## src/rtl/brc_pkg.sv

```systemverilog
// Shared types and helpers for the iterative branch comparator.
package brc_pkg;

    // RISC-V branch funct3 encodings handled by the comparator.
    typedef enum logic [2:0] {
        BR_BEQ  = 3'b000,
        BR_BNE  = 3'b001,
        BR_BLT  = 3'b100,
        BR_BGE  = 3'b101,
        BR_BLTU = 3'b110,
        BR_BGEU = 3'b111
    } br_op_e;

    // Control states of the chunked compare.
    typedef enum logic [1:0] {
        IDLE = 2'd0,
        CMP  = 2'd1,
        DONE = 2'd2
    } brc_state_e;

    // Signed ops compare with the sign bit flipped in both operands.
    function automatic logic op_is_signed(input logic [2:0] op);
        return (op == BR_BLT) || (op == BR_BGE);
    endfunction

    // 010 and 011 are not branch encodings.
    function automatic logic op_is_illegal(input logic [2:0] op);
        return (op == 3'b010) || (op == 3'b011);
    endfunction

    // Branch decision from the compare flags; illegal codes never branch.
    function automatic logic br_taken(input logic [2:0] op, input logic less,
                                      input logic equal);
        case (op)
            BR_BEQ:  return equal;
            BR_BNE:  return !equal;
            BR_BLT:  return less;
            BR_BLTU: return less;
            BR_BGE:  return !less;
            BR_BGEU: return !less;
            default: return 1'b0;
        endcase
    endfunction

endpackage

```

## src/rtl/brc_chunk_cmp.sv

```systemverilog
// Combinational unsigned compare of one CHUNK-bit slice.
module brc_chunk_cmp #(
    parameter int CHUNK = 8
) (
    input  logic [CHUNK-1:0] a,
    input  logic [CHUNK-1:0] b,
    output logic             lt,
    output logic             eq
);

    // Plain magnitude and equality compare of the selected slice.
    assign lt = (a < b);
    assign eq = (a == b);

endmodule

```

## src/rtl/brc_iter.sv

```systemverilog
// Multi-cycle branch comparator: walks CHUNK-bit slices from the MSB down,
// optionally stopping at the first differing slice.
//
// Handshakes: a request moves on a cycle where i_valid && o_ready; a result
// is released on a cycle where o_valid && i_ready. o_ready is high only in
// IDLE and o_valid only in DONE, so accept and release never share a cycle.
module brc_iter
    import brc_pkg::*;
#(
    parameter int WIDTH      = 32,
    parameter int CHUNK      = 8,
    parameter int EARLY_EXIT = 1
) (
    input  logic             i_clk,
    input  logic             i_rst,
    input  logic             i_valid,
    output logic             o_ready,
    input  logic [WIDTH-1:0] i_rs1_data,
    input  logic [WIDTH-1:0] i_rs2_data,
    input  logic [2:0]       i_funct3,
    output logic             o_valid,
    input  logic             i_ready,
    output logic             o_br_less,
    output logic             o_br_equal,
    output logic             o_br_taken,
    output logic             o_illegal,
    output logic [1:0]       o_dbg_state
);

    localparam int N     = WIDTH / CHUNK;
    localparam int IDX_W = (N > 1) ? $clog2(N) : 1;
    localparam logic [WIDTH-1:0] MSB_MASK = {1'b1, {(WIDTH-1){1'b0}}};

    if (WIDTH < 2 || (WIDTH % CHUNK) != 0) begin : g_bad_params
        $error("brc_iter: WIDTH must be >= 2 and a multiple of CHUNK");
    end

    brc_state_e       state_q, state_d;
    logic [IDX_W-1:0] idx_q, idx_d;
    logic [WIDTH-1:0] a_q, b_q;
    logic [2:0]       op_q;
    logic             diff_q, diff_d;
    logic             lt_q, lt_d;
    logic             accept, finish;
    logic [CHUNK-1:0] chunk_a, chunk_b;
    logic             chunk_lt, chunk_eq;

    assign chunk_a = a_q[idx_q*CHUNK +: CHUNK];
    assign chunk_b = b_q[idx_q*CHUNK +: CHUNK];

    brc_chunk_cmp #(.CHUNK(CHUNK)) u_chunk_cmp (
        .a  (chunk_a),
        .b  (chunk_b),
        .lt (chunk_lt),
        .eq (chunk_eq)
    );

    assign o_ready     = (state_q == IDLE);
    assign o_valid     = (state_q == DONE);
    assign o_dbg_state = state_q;

    // Next state, chunk index and first-difference tracking.
    always_comb begin
        state_d = state_q;
        idx_d   = idx_q;
        diff_d  = diff_q;
        lt_d    = lt_q;
        accept  = 1'b0;
        finish  = 1'b0;
        case (state_q)
            IDLE: begin
                if (i_valid) begin
                    accept  = 1'b1;
                    state_d = CMP;
                    idx_d   = IDX_W'(N - 1);
                    diff_d  = 1'b0;
                    lt_d    = 1'b0;
                end
            end
            CMP: begin
                // Only the most significant differing chunk decides "less".
                if (!diff_q && !chunk_eq) begin
                    diff_d = 1'b1;
                    lt_d   = chunk_lt;
                end
                if ((EARLY_EXIT != 0) && !diff_q && !chunk_eq) begin
                    finish = 1'b1;
                end else if (idx_q == '0) begin
                    finish = 1'b1;
                end else begin
                    idx_d = idx_q - 1'b1;
                end
                if (finish) begin
                    state_d = DONE;
                end
            end
            DONE: begin
                if (i_ready) begin
                    state_d = IDLE;
                end
            end
            default: state_d = IDLE;
        endcase
    end

    // State register.
    always_ff @(posedge i_clk) begin
        if (i_rst) begin
            state_q <= IDLE;
        end else begin
            state_q <= state_d;
        end
    end

    // Operand capture, compare progress and registered result flags.
    always_ff @(posedge i_clk) begin
        if (i_rst) begin
            a_q        <= '0;
            b_q        <= '0;
            op_q       <= '0;
            idx_q      <= '0;
            diff_q     <= 1'b0;
            lt_q       <= 1'b0;
            o_br_less  <= 1'b0;
            o_br_equal <= 1'b0;
            o_br_taken <= 1'b0;
            o_illegal  <= 1'b0;
        end else begin
            idx_q  <= idx_d;
            diff_q <= diff_d;
            lt_q   <= lt_d;
            if (accept) begin
                a_q  <= i_rs1_data ^ (op_is_signed(i_funct3) ? MSB_MASK : '0);
                b_q  <= i_rs2_data ^ (op_is_signed(i_funct3) ? MSB_MASK : '0);
                op_q <= i_funct3;
            end
            if (finish) begin
                o_br_less  <= lt_d;
                o_br_equal <= !diff_d;
                o_br_taken <= br_taken(op_q, lt_d, !diff_d);
                o_illegal  <= op_is_illegal(op_q);
            end
        end
    end

endmodule

```

## config.mk

```make
export PLATFORM = sky130hd
export DESIGN_NAME = brc_iter
export DESIGN_NICKNAME = d
export VERILOG_FILES = /design/src/rtl/brc_pkg.sv /design/src/rtl/brc_chunk_cmp.sv /design/src/rtl/brc_iter.sv
export SDC_FILE = /design/constraint.sdc
export NUM_CORES = 1
export LEC_CHECK = 0
export CAP_MARGIN = 5
export CORE_UTILIZATION = 45
export DETAILED_ROUTE_END_ITERATION = 6
export GPL_TIMING_DRIVEN = 0
export HOLD_SLACK_MARGIN = 0.06
export PLACE_DENSITY = 0.76
export REMOVE_ABC_BUFFERS = 1
export SLEW_MARGIN = 10
export SYNTH_ARGS = -nofsm -noshare
export SYNTH_HDL_FRONTEND = slang
export SYNTH_SLANG_ARGS = --single-unit
```

## constraint.sdc

```tcl
create_clock -name i_clk -period 3.29 [get_ports i_clk]
set_clock_uncertainty 0.05 [all_clocks]
set_input_delay 0.987 -clock i_clk [delete_from_list [all_inputs] [get_ports i_clk]]
set_output_delay 0.987 -clock i_clk [all_outputs]
set_load 0.01 [all_outputs]
```

======== Yosys cells after proc, flatten, opt, wreduce, memory -nomap -nowiden ========
Cells that the tools add are included.
W data, S select, Z words.
storage, ports and cells
  register bits ........................... 77
  input port bits ......................... 71
  word-level logic and storage cells ...... 71
operators by class
  $add $sub $neg .......................... 1
  magnitude comparators ................... 1
  eq/ne operators ......................... 17
  shift-type cells ........................ 2
  mux-type cells .......................... 22
  bitwise logic cells ..................... 2
  reductions and logical operators ........ 15
operator list
  kind                  number
  $shiftx A32 B6 Y8     2
  $xor A32 B32 Y32      2
  $mux W32              1
  $eq A3 B3 Y1 const B  6
  $mux W2               6
  $mux W1               10
  $eq A8 B8 Y1          1
  $lt A8 B8 Y1          1
  $ne A2 B2 Y1 const B  4
  $eq A3 B2 Y1 const B  2
  $pmux W2 S3           1
  $logic_not A1 Y1      4
  $logic_not A2 Y1      2
  $pmux W1 S2           2
  $pmux W1 S4           1
  $pmux W2 S2           1
  $reduce_and A4 Y1     1
  $reduce_or A2 Y1      2
  $eq A3 B1 Y1 const B  1
  $logic_not A3 Y1      1
  $reduce_and A3 Y1     1
  $eq A2 B1 Y1 const B  1
  $eq A2 B2 Y1 const B  1
  $logic_or A1 B1 Y1    2
  other kinds (4)       4

======== Longest topological paths before layout ========
Gate-level depths: netlist (run 1).
  depth after elaboration ................. 8
  depth in mapped cells ................... 9
  depth with buffers taken out ............ 8

======== Cells and area by module ========
Synthesis (run 1) repeated with hierarchy kept, for this count alone.
second synthesis, totals
  cell total of the unflattened synthesis .. 407
  area total of the unflattened synthesis .. 3485.8 µm²
modules (own cells, without submodules)
  module         instances  cells each  area an instance (µm²)  seq. area each (µm²)
  brc_iter       1          380         3283.1                  1541.5
  brc_chunk_cmp  1          27          202.7                   0.0

======== Worst setup path after synthesis (run 1) ========
OpenSTA, ideal clock, no wires.
  path kind ............................... register to register
  start ................................... reg idx_q[0]
  end ..................................... reg o_br_less
  arrival time ............................ 2.909 ns
  data required time ...................... 3.152 ns
  setup slack ............................. 0.243 ns
  stages on the path, launching flop included .. 10
  buffers on the path ..................... 2
  period minus slack after synthesis ...... 3.047 ns
  cell sequence ........................... dfxtp_1 buf_2 buf_2 mux4_2 ha_1 and4_4 a211o_1 a2111oi_4 a21oi_2 a311oi_2
between the ends
  cells in the longest elaborated chain, start to end .. 7
  elaborated cells on any way between the ends .. 13
  classes of those cells .................. order compare (1); eq/ne (1); shift (2); mux (6); reduce/logical (3)
ends and longest elaborated chain
  item                                                  line             text
  start: declaration                                    brc_iter.sv:39   logic [IDX_W-1:0] idx_q, idx_d;
  start signal: assignment                              brc_iter.sv:129  idx_q <= idx_d;
  branches (longest 7 deep; another with $lt A8 B8 Y1)  n/a
  end signal: assignment                                brc_iter.sv:138  o_br_less <= lt_d;
  end: declaration                                      brc_iter.sv:23   output logic o_br_less,
Several ways; the timed one is not identified. The select of a mux whose other input is x is not followed.
A chain may end at the register's enable or synchronous reset.

======== Final worst setup path (run 1) ========
Ends and elaborated chain as after synthesis.

==> impl_results.md, run 1 <==
- Delay-heaviest family, CP: compound AO/OA/AOI/OAI gates
- Via count: roughly 3000
- Max FO, Critical Path: 18
- Req. time, crit path: between 3000 and 4000 ps
- Cell depth of the worst setup path: 7
- Seq cells post-synth: between 70 and 80
- Clk sinks: a little under 80
- WL/cell: ~13 µm
- Crit-path max cell delay: 590 ps
- Setup slack, reg-to-reg: 290 ps
- Overall Power: between 2 and 2.5 mW
- Row count: 31
- Vias in the first global route: roughly 2800
- Top-count cell post-synth: nand2_1
- YS warnings: 0
- Power per cell area: 521 nW/µm²
- Buffers added on ports: 78
- Core area: ~7300 µm²
- Residual DRC: 0
- Max-slew violation count: 0
- CTS Buffer Depth: 2
- Tot GR Track Use: 0.200
- P_int: about 1.7 mW
- Synth-to-layout area growth: 29.9%
- Setup-failing EPs final: 0
- CP cell instances: mux4_2 > ha_1 > and4_4 > a211o_1 > a2111oi_4 > a21oi_2 > a311oi_2
- Initial antenna violation count: 0
- Seq/Total Area, Yosys: 0.448
- Combinational power share: 0.236
- R2r worst-path depth: 7
- Leading area contributor after synthesis: dfxtp_1
- Outcome: complete, no violations
- Max H-tree Level: 3
- R2r endpoint: o_br_less$_SDFFE_PP0P_
- Share of Yosys cell area claimed by the top area cell type: 0.448
- Bufs and invs on worst path: 0
- R2R Path Start: idx_q[0]$_SDFFE_PP0P_
- Initial DRC count: roughly 90
- Post-layout nets: between 500 and 600
- Sw power: about 670 µW
- Max transition margin: 0.465
- Post-synth EDFFs: 0
- Mapped Area: ~3400 µm²
- Setup ws final: 294 ps
- Yosys cell types: 38
- Insertion delay to the later sink of the worst-skew pair: approximately 350 ps
- Top cells by area, synth: dfxtp_1 (45%), nand2_1 (15%), a21oi_1 (11%), mux4_2 (10%), ha_1 (3.3%)
- CP Class: reg2reg
- Lkg Pwr: approximately 1.7 nW
- Routed vias/inst: about 5.2
- RSZ-0062 raised after global routing: no
- Ant. Diodes: 0
- Largest net degree at the start of global routing: about 70
- Die Y: 89.4 µm
- IO Pins: slightly below 80
- Syn avg cell area: 8.56 µm²
- Most frequent cells after synthesis: nand2_1 (134), dfxtp_1 (77), a21oi_1 (73)
- Crit path from: idx_q[0]$_SDFFE_PP0P_
- Min cycle time layout: between 2000 and 3000 ps
- Max Cap Violations: 0
- Routed Wire Length: around 7.4 mm
- Post-Synthesis Cells: between 400 and 500
- Remaining Overflow, GRT: 0
- CP startpoint kind: flop
- Synth Flop Type: dfxtp_1
- CTS tree: done
- DP Wirelength: 5.19 mm
- Critical Path End: o_br_less$_SDFFE_PP0P_
- Clk pwr share: 0.300
- Clk root buf: clkbuf_8
- CP arrival: between 3000 and 4000 ps
- Post-Place Worst Slack: roughly 80 ps
- Global-route wire length before repair: 12.0 mm
- Worst-Margin Slew: 802 ps
- Worst min-delay path class: reg2reg
- Switching Fraction: 0.286
- Reg clk slew, reported paths: 80 ps
- Placed Area: 4270 µm²
- Max Fclk: 334 MHz
- Antenna viol nets, final: 0
- Die area: ~8000 µm²
- Final period util: 0.911
- Initial Utilization: 0.469
- Die W: ~89 µm
- Worst vdd ir: roughly 0.00027 V
- First-pass detailed-route iteration total: 4
- Final hold vios: 0
- Share of cells above drive strength 1: 0.0957
- Global placement routability congestion: between 0.8 and 0.9
- Num CTS Buffers: 9
- Setup bufs post-CTS: 0
- Slowest-stage cell, CP: dfxtp_4
- Async S/R FF share, synth: 0
- Crit end category: flop
- Design area: 4470 µm²
- Sequential Power Share: 0.465
## what timing repair did
item                       4_1_cts  5_1_grt
hold buffers                     0        0
resized for setup                0        2
setup endpoints to repair        0        2
## power by group through the flow
| stage | Combinational, mW | Clock (mW) | Sequential, mW |
|---|---|---|---|
| final | 0.549 | 0.698 | 1.08 |
| after global routing | 0.603 | 0.749 | 1.10 |
| after CTS | 0.555 | 0.718 | 1.08 |
| after detailed placement | 0.552 | 0 | 1.11 |
| after global placement | 0.535 | 0 | 1.10 |
| after floorplan | 0.344 | 0 | 1.08 |
## state kept, by name, summed over array words and instances (netlist names)
| name | cells |
|---|---|
| a_q | 32 |
| b_q | 32 |
| op_q | 3 |
| idx_q | 2 |
| o_dbg_state | 2 |
| diff_q | 1 |
| lt_q | 1 |
| o_br_equal | 1 |
| o_br_less | 1 |
| o_br_taken | 1 |
| o_illegal | 1 |
## logic make-up (layout without fill, tap and decap cells)
logic type               after synthesis  after routing  synth area share
AO/OA/AOI/OAI                         93             93             0.162
XOR/XNOR                               2              2           0.00509
adder cells (fa/ha/maj)                9              9            0.0327
buffers and inverters                 39            107            0.0444
flip-flops                            77             77             0.448
multiplexers                          17             17             0.108
AND/OR/NAND/NOR                      165            165             0.200
## layout by cell type, fill, tap and decap left out, drive strengths merged, types with 2 or more instances in the layout
cell,n
nand2,134
clkdlybuf4s50,77
dfxtp,77
a21oi,74
mux4,16
inv,11
clkbuf,11
nor2,10
ha,9
nor2b,4
clkinv,4
a211oi,4
nand2b,3
and4,3
o211ai,3
buf,3
nand4,2
a21o,2
a211o,2
and3,2
xnor2,2
nor3,2
or3b,2
a311oi,2
## worst register-to-register path, cell delays in order (launching register included)
cell and delay [ps]:
dfxtp_4 590, mux4_2 600, ha_1 390, and4_4 210, a211o_1 320, a2111oi_4 380
a21oi_2 130, a311oi_2 250
## how the worst min path moves through the flow
stage                     depth (start not counted)                   end                 start
after floorplan                                   2  a_q[16]$_SDFFE_PP0P_  a_q[16]$_SDFFE_PP0P_
after global placement                            2   a_q[1]$_SDFFE_PP0P_   a_q[1]$_SDFFE_PP0P_
after detailed placement                          2   a_q[1]$_SDFFE_PP0P_   a_q[1]$_SDFFE_PP0P_
after CTS                                         2   a_q[1]$_SDFFE_PP0P_   a_q[1]$_SDFFE_PP0P_
after global routing                              2  b_q[18]$_SDFFE_PP0P_  b_q[18]$_SDFFE_PP0P_
final                                             2  a_q[23]$_SDFFE_PP0P_  a_q[23]$_SDFFE_PP0P_
## through the flow
step / hold slack (ps) / util / std cells / setup TNS, ps
2_1_floorplan: 377 / - / 374 / 0
3_3_place_gp: 389 / 0.578 / 551 / -28940
3_5_place_dp: 397 / 0.583 / 553 / 0
4_1_cts: 407 / 0.609 / 569 / 0
5_1_grt: 422 / 0.610 / 569 / 0
6_report: 405 / 0.610 / 569 / 0
## metal layers
layer | GRT usage | part of all wire | up-vias
met5 | 0 | 0 | -
met1 | 0.236 | 0.45 | 1374
met3 | 0.0406 | 0.046 | 13
met2 | 0.350 | 0.49 | 76
met4 | 0.0895 | 0.018 | 0
li1 | - | - | 1493
## area by class of cell
| cell class | instances | area (µm²) |
|---|---|---|
| tap | 99 | 124 |
| fill | 656 | 2860 |
| multi-input combinational | 286 | 1750 |
| inverter | 11 | 41.3 |
| clock inverter | 5 | 50.0 |
| clock buffer | 11 | 141 |
| sequential | 77 | 1550 |
| timing repair buffer | 80 | 816 |
Note: power is estimated with default switching activity, not from simulation.
==> run 2, diff against run 1 <==
--- a/config.mk
+++ b/config.mk
@@ -10,7 +10,7 @@
 export DETAILED_ROUTE_END_ITERATION = 6
 export GPL_TIMING_DRIVEN = 0
 export HOLD_SLACK_MARGIN = 0.06
-export PLACE_DENSITY = 0.76
+export PLACE_DENSITY = 0.75
 export REMOVE_ABC_BUFFERS = 1
 export SLEW_MARGIN = 10
 export SYNTH_ARGS = -nofsm -noshare
==> run 2 against run 1 <==
Cell area fell by 0.50%. Count of clock-buffer cells in the layout rose by 1. Cell count did not move. Critical endpoint unchanged.
==> impl_results.md, run 2 (synthesized netlist as in run 1, its figures left out) <==
- Worst-Margin Slew: about 810 ps
- Residual DRC: 0
- Buffers added on ports: 78
- Worst vdd ir: around 0.00025 V
- Sw power: between 600 and 700 µW
- Max H-tree Level: 3
- Tot GR Track Use: 0.199
- First-pass detailed-route iteration total: 4
- Die W: a little under 90 µm
- Die Y: roughly 89 µm
- Outcome: complete, no violations
- Power per cell area: 506 nW/µm²
- Finished Layout Cells: roughly 570
- Die area: 8000 µm²
- Largest net degree at the start of global routing: 71
- CP Class: reg2reg
- Synth-to-layout area growth: 29.2%
- Max transition margin: 0.463
- CP arrival: ~3200 ps
- Global-route wire length before repair: around 12 mm
- Fillers: roughly 650
- Lkg Pwr: between 1.5 and 2 nW
- Max Fclk: roughly 340 MHz
- Switching Fraction: 0.294
- Initial Utilization: 0.469
- R2r endpoint: o_br_less$_SDFFE_PP0P_
- Global placement routability congestion: around 0.77
- Via count: 2914
- Final setup TNS: 0 ps
- Req. time, crit path: 3500 ps
- R2r worst-path depth: 7
- Clk sinks: between 70 and 80
- Post-Place Worst Slack: -335 ps
- Most frequent cells in the layout: nand2_1 (134), clkdlybuf4s50_1 (77), dfxtp_1 (75)
- Clk pwr share: 0.277
- Reg clk slew, reported paths: roughly 70 ps
- WHS Endpoint: a_q[15]$_SDFFE_PP0P_
- Worst min-delay path class: reg2reg
- IO Pins: just under 80
- Share of cells above drive strength 1: 0.0936
- Row count: 31
- Initial DRC count: about 120
- Remaining Overflow, GRT: 0
- DP Cell Count: between 500 and 600
- Max FO, Critical Path: 18
- Design area: roughly 4400 µm²
- Crit end category: flop
- CTS Buffer Depth: 2
- WL/cell: roughly 13 µm
- Final period util: 0.895
- Sequential Power Share: 0.481
- Post-layout util: 0.607
- Placed Area: approximately 4300 µm²
- DP Wirelength: 5.06 mm
- Clk root buf: clkbuf_8
- Num CTS Buffers: 9
- CP startpoint kind: flop
- RSZ-0062 raised after global routing: no
- Min cycle time layout: between 2000 and 3000 ps
- Insertion delay to the later sink of the worst-skew pair: 340 ps
- Final hold vios: 0
- Setup slack, reg-to-reg: between 300 and 400 ps
- Antenna viol nets, final: 0
- Post-layout nets: roughly 550
- P_int: approximately 1.6 mW
- Hold depth: 2
- Setup ws final: between 300 and 400 ps
- Max-slew violation count: 0
- Routed vias/inst: 5.12
- Core area: around 7300 µm²
- Cts-stage hold buffer count: 0
- Setup-failing EPs final: 0
- Ant. Diodes: 0
- Routed Wire Length: 7.25 mm
- Vias in the first global route: roughly 2800
- Initial antenna violation count: 0
- Min-delay src: a_q[15]$_SDFFE_PP0P_
- Regs by FF count: a_q x32, b_q x32, op_q x3
- R2R Path Start: idx_q[0]$_SDFFE_PP0P_
- Max Cap Violations: 0
- CTS tree: done
- Combinational power share: 0.242
- Leading cell type in the layout, fill and taps excluded: nand2_1
==> run 2: changes by cell type in the layout (fill, tap and decap cells not counted), sizes merged <==
cell    change
bufinv      -1
clkbuf      +1
==> run 2: layout make-up <==
cell class              instances  area, µm²  share of cell area
clock buffers                  12        145              0.0326
clock inverters                 4       23.8             0.00535
multi-input cells             286       1750               0.394
repair buffers                 80        816               0.183
well taps                      99        124              0.0279
inverters                      11       41.3             0.00929
flip-flops and latches         77       1550               0.348
==> run 2: worst max path at each step <==
stage	start	end	slack, ps	cells past startpoint
CTS	idx_q[0]$_SDFFE_PP0P_	o_br_less$_SDFFE_PP0P_	90	7
global placement	i_rst	o_br_taken$_SDFFE_PP0P_	-1110	5
floorplan	idx_q[0]$_SDFFE_PP0P_	o_br_less$_SDFFE_PP0P_	120	7
finish	idx_q[0]$_SDFFE_PP0P_	o_br_less$_SDFFE_PP0P_	340	7
detailed placement	idx_q[0]$_SDFFE_PP0P_	o_br_less$_SDFFE_PP0P_	-330	7
global route	idx_q[0]$_SDFFE_PP0P_	o_br_less$_SDFFE_PP0P_	170	7
==> run 2: per-stage QoR <==
step	power [mW]	hold WS, ps
2_1_floorplan	1.43	377
3_5_place_dp	1.65	395
4_1_cts	2.27	406
5_1_grt	2.38	421
6_report	2.25	404
3_3_place_gp	1.63	389
==> run 2: power groups by stage <==
stage	Combinational, mW	Clock (mW)	Sequential [mW]
floorplan	0.344	0	1.08
global route	0.603	0.684	1.10
finish	0.544	0.624	1.08
detailed placement	0.548	0	1.10
CTS	0.550	0.641	1.08
global placement	0.534	0	1.10
==> run 2: what timing repair did <==
action,CTS,global route
endpoints found under the setup margin,7,2
resized for setup,1,2
buffers inserted,0,0
==> run 2: worst max-delay path, cell delays in order (launching register included) <==
cell	delay, ps
dfxtp_4	580
mux4_2	550
ha_1	340
and4_4	220
a211o_1	350
a2111oi_4	360
a21oi_2	130
a311oi_2	260
==> run 2: routing by layer <==
metal,wire length [µm],global-route usage
met2,3400,0.350
met1,3370,0.240
met3,373,0.0388
met5,0,0
met4,106,0.0779
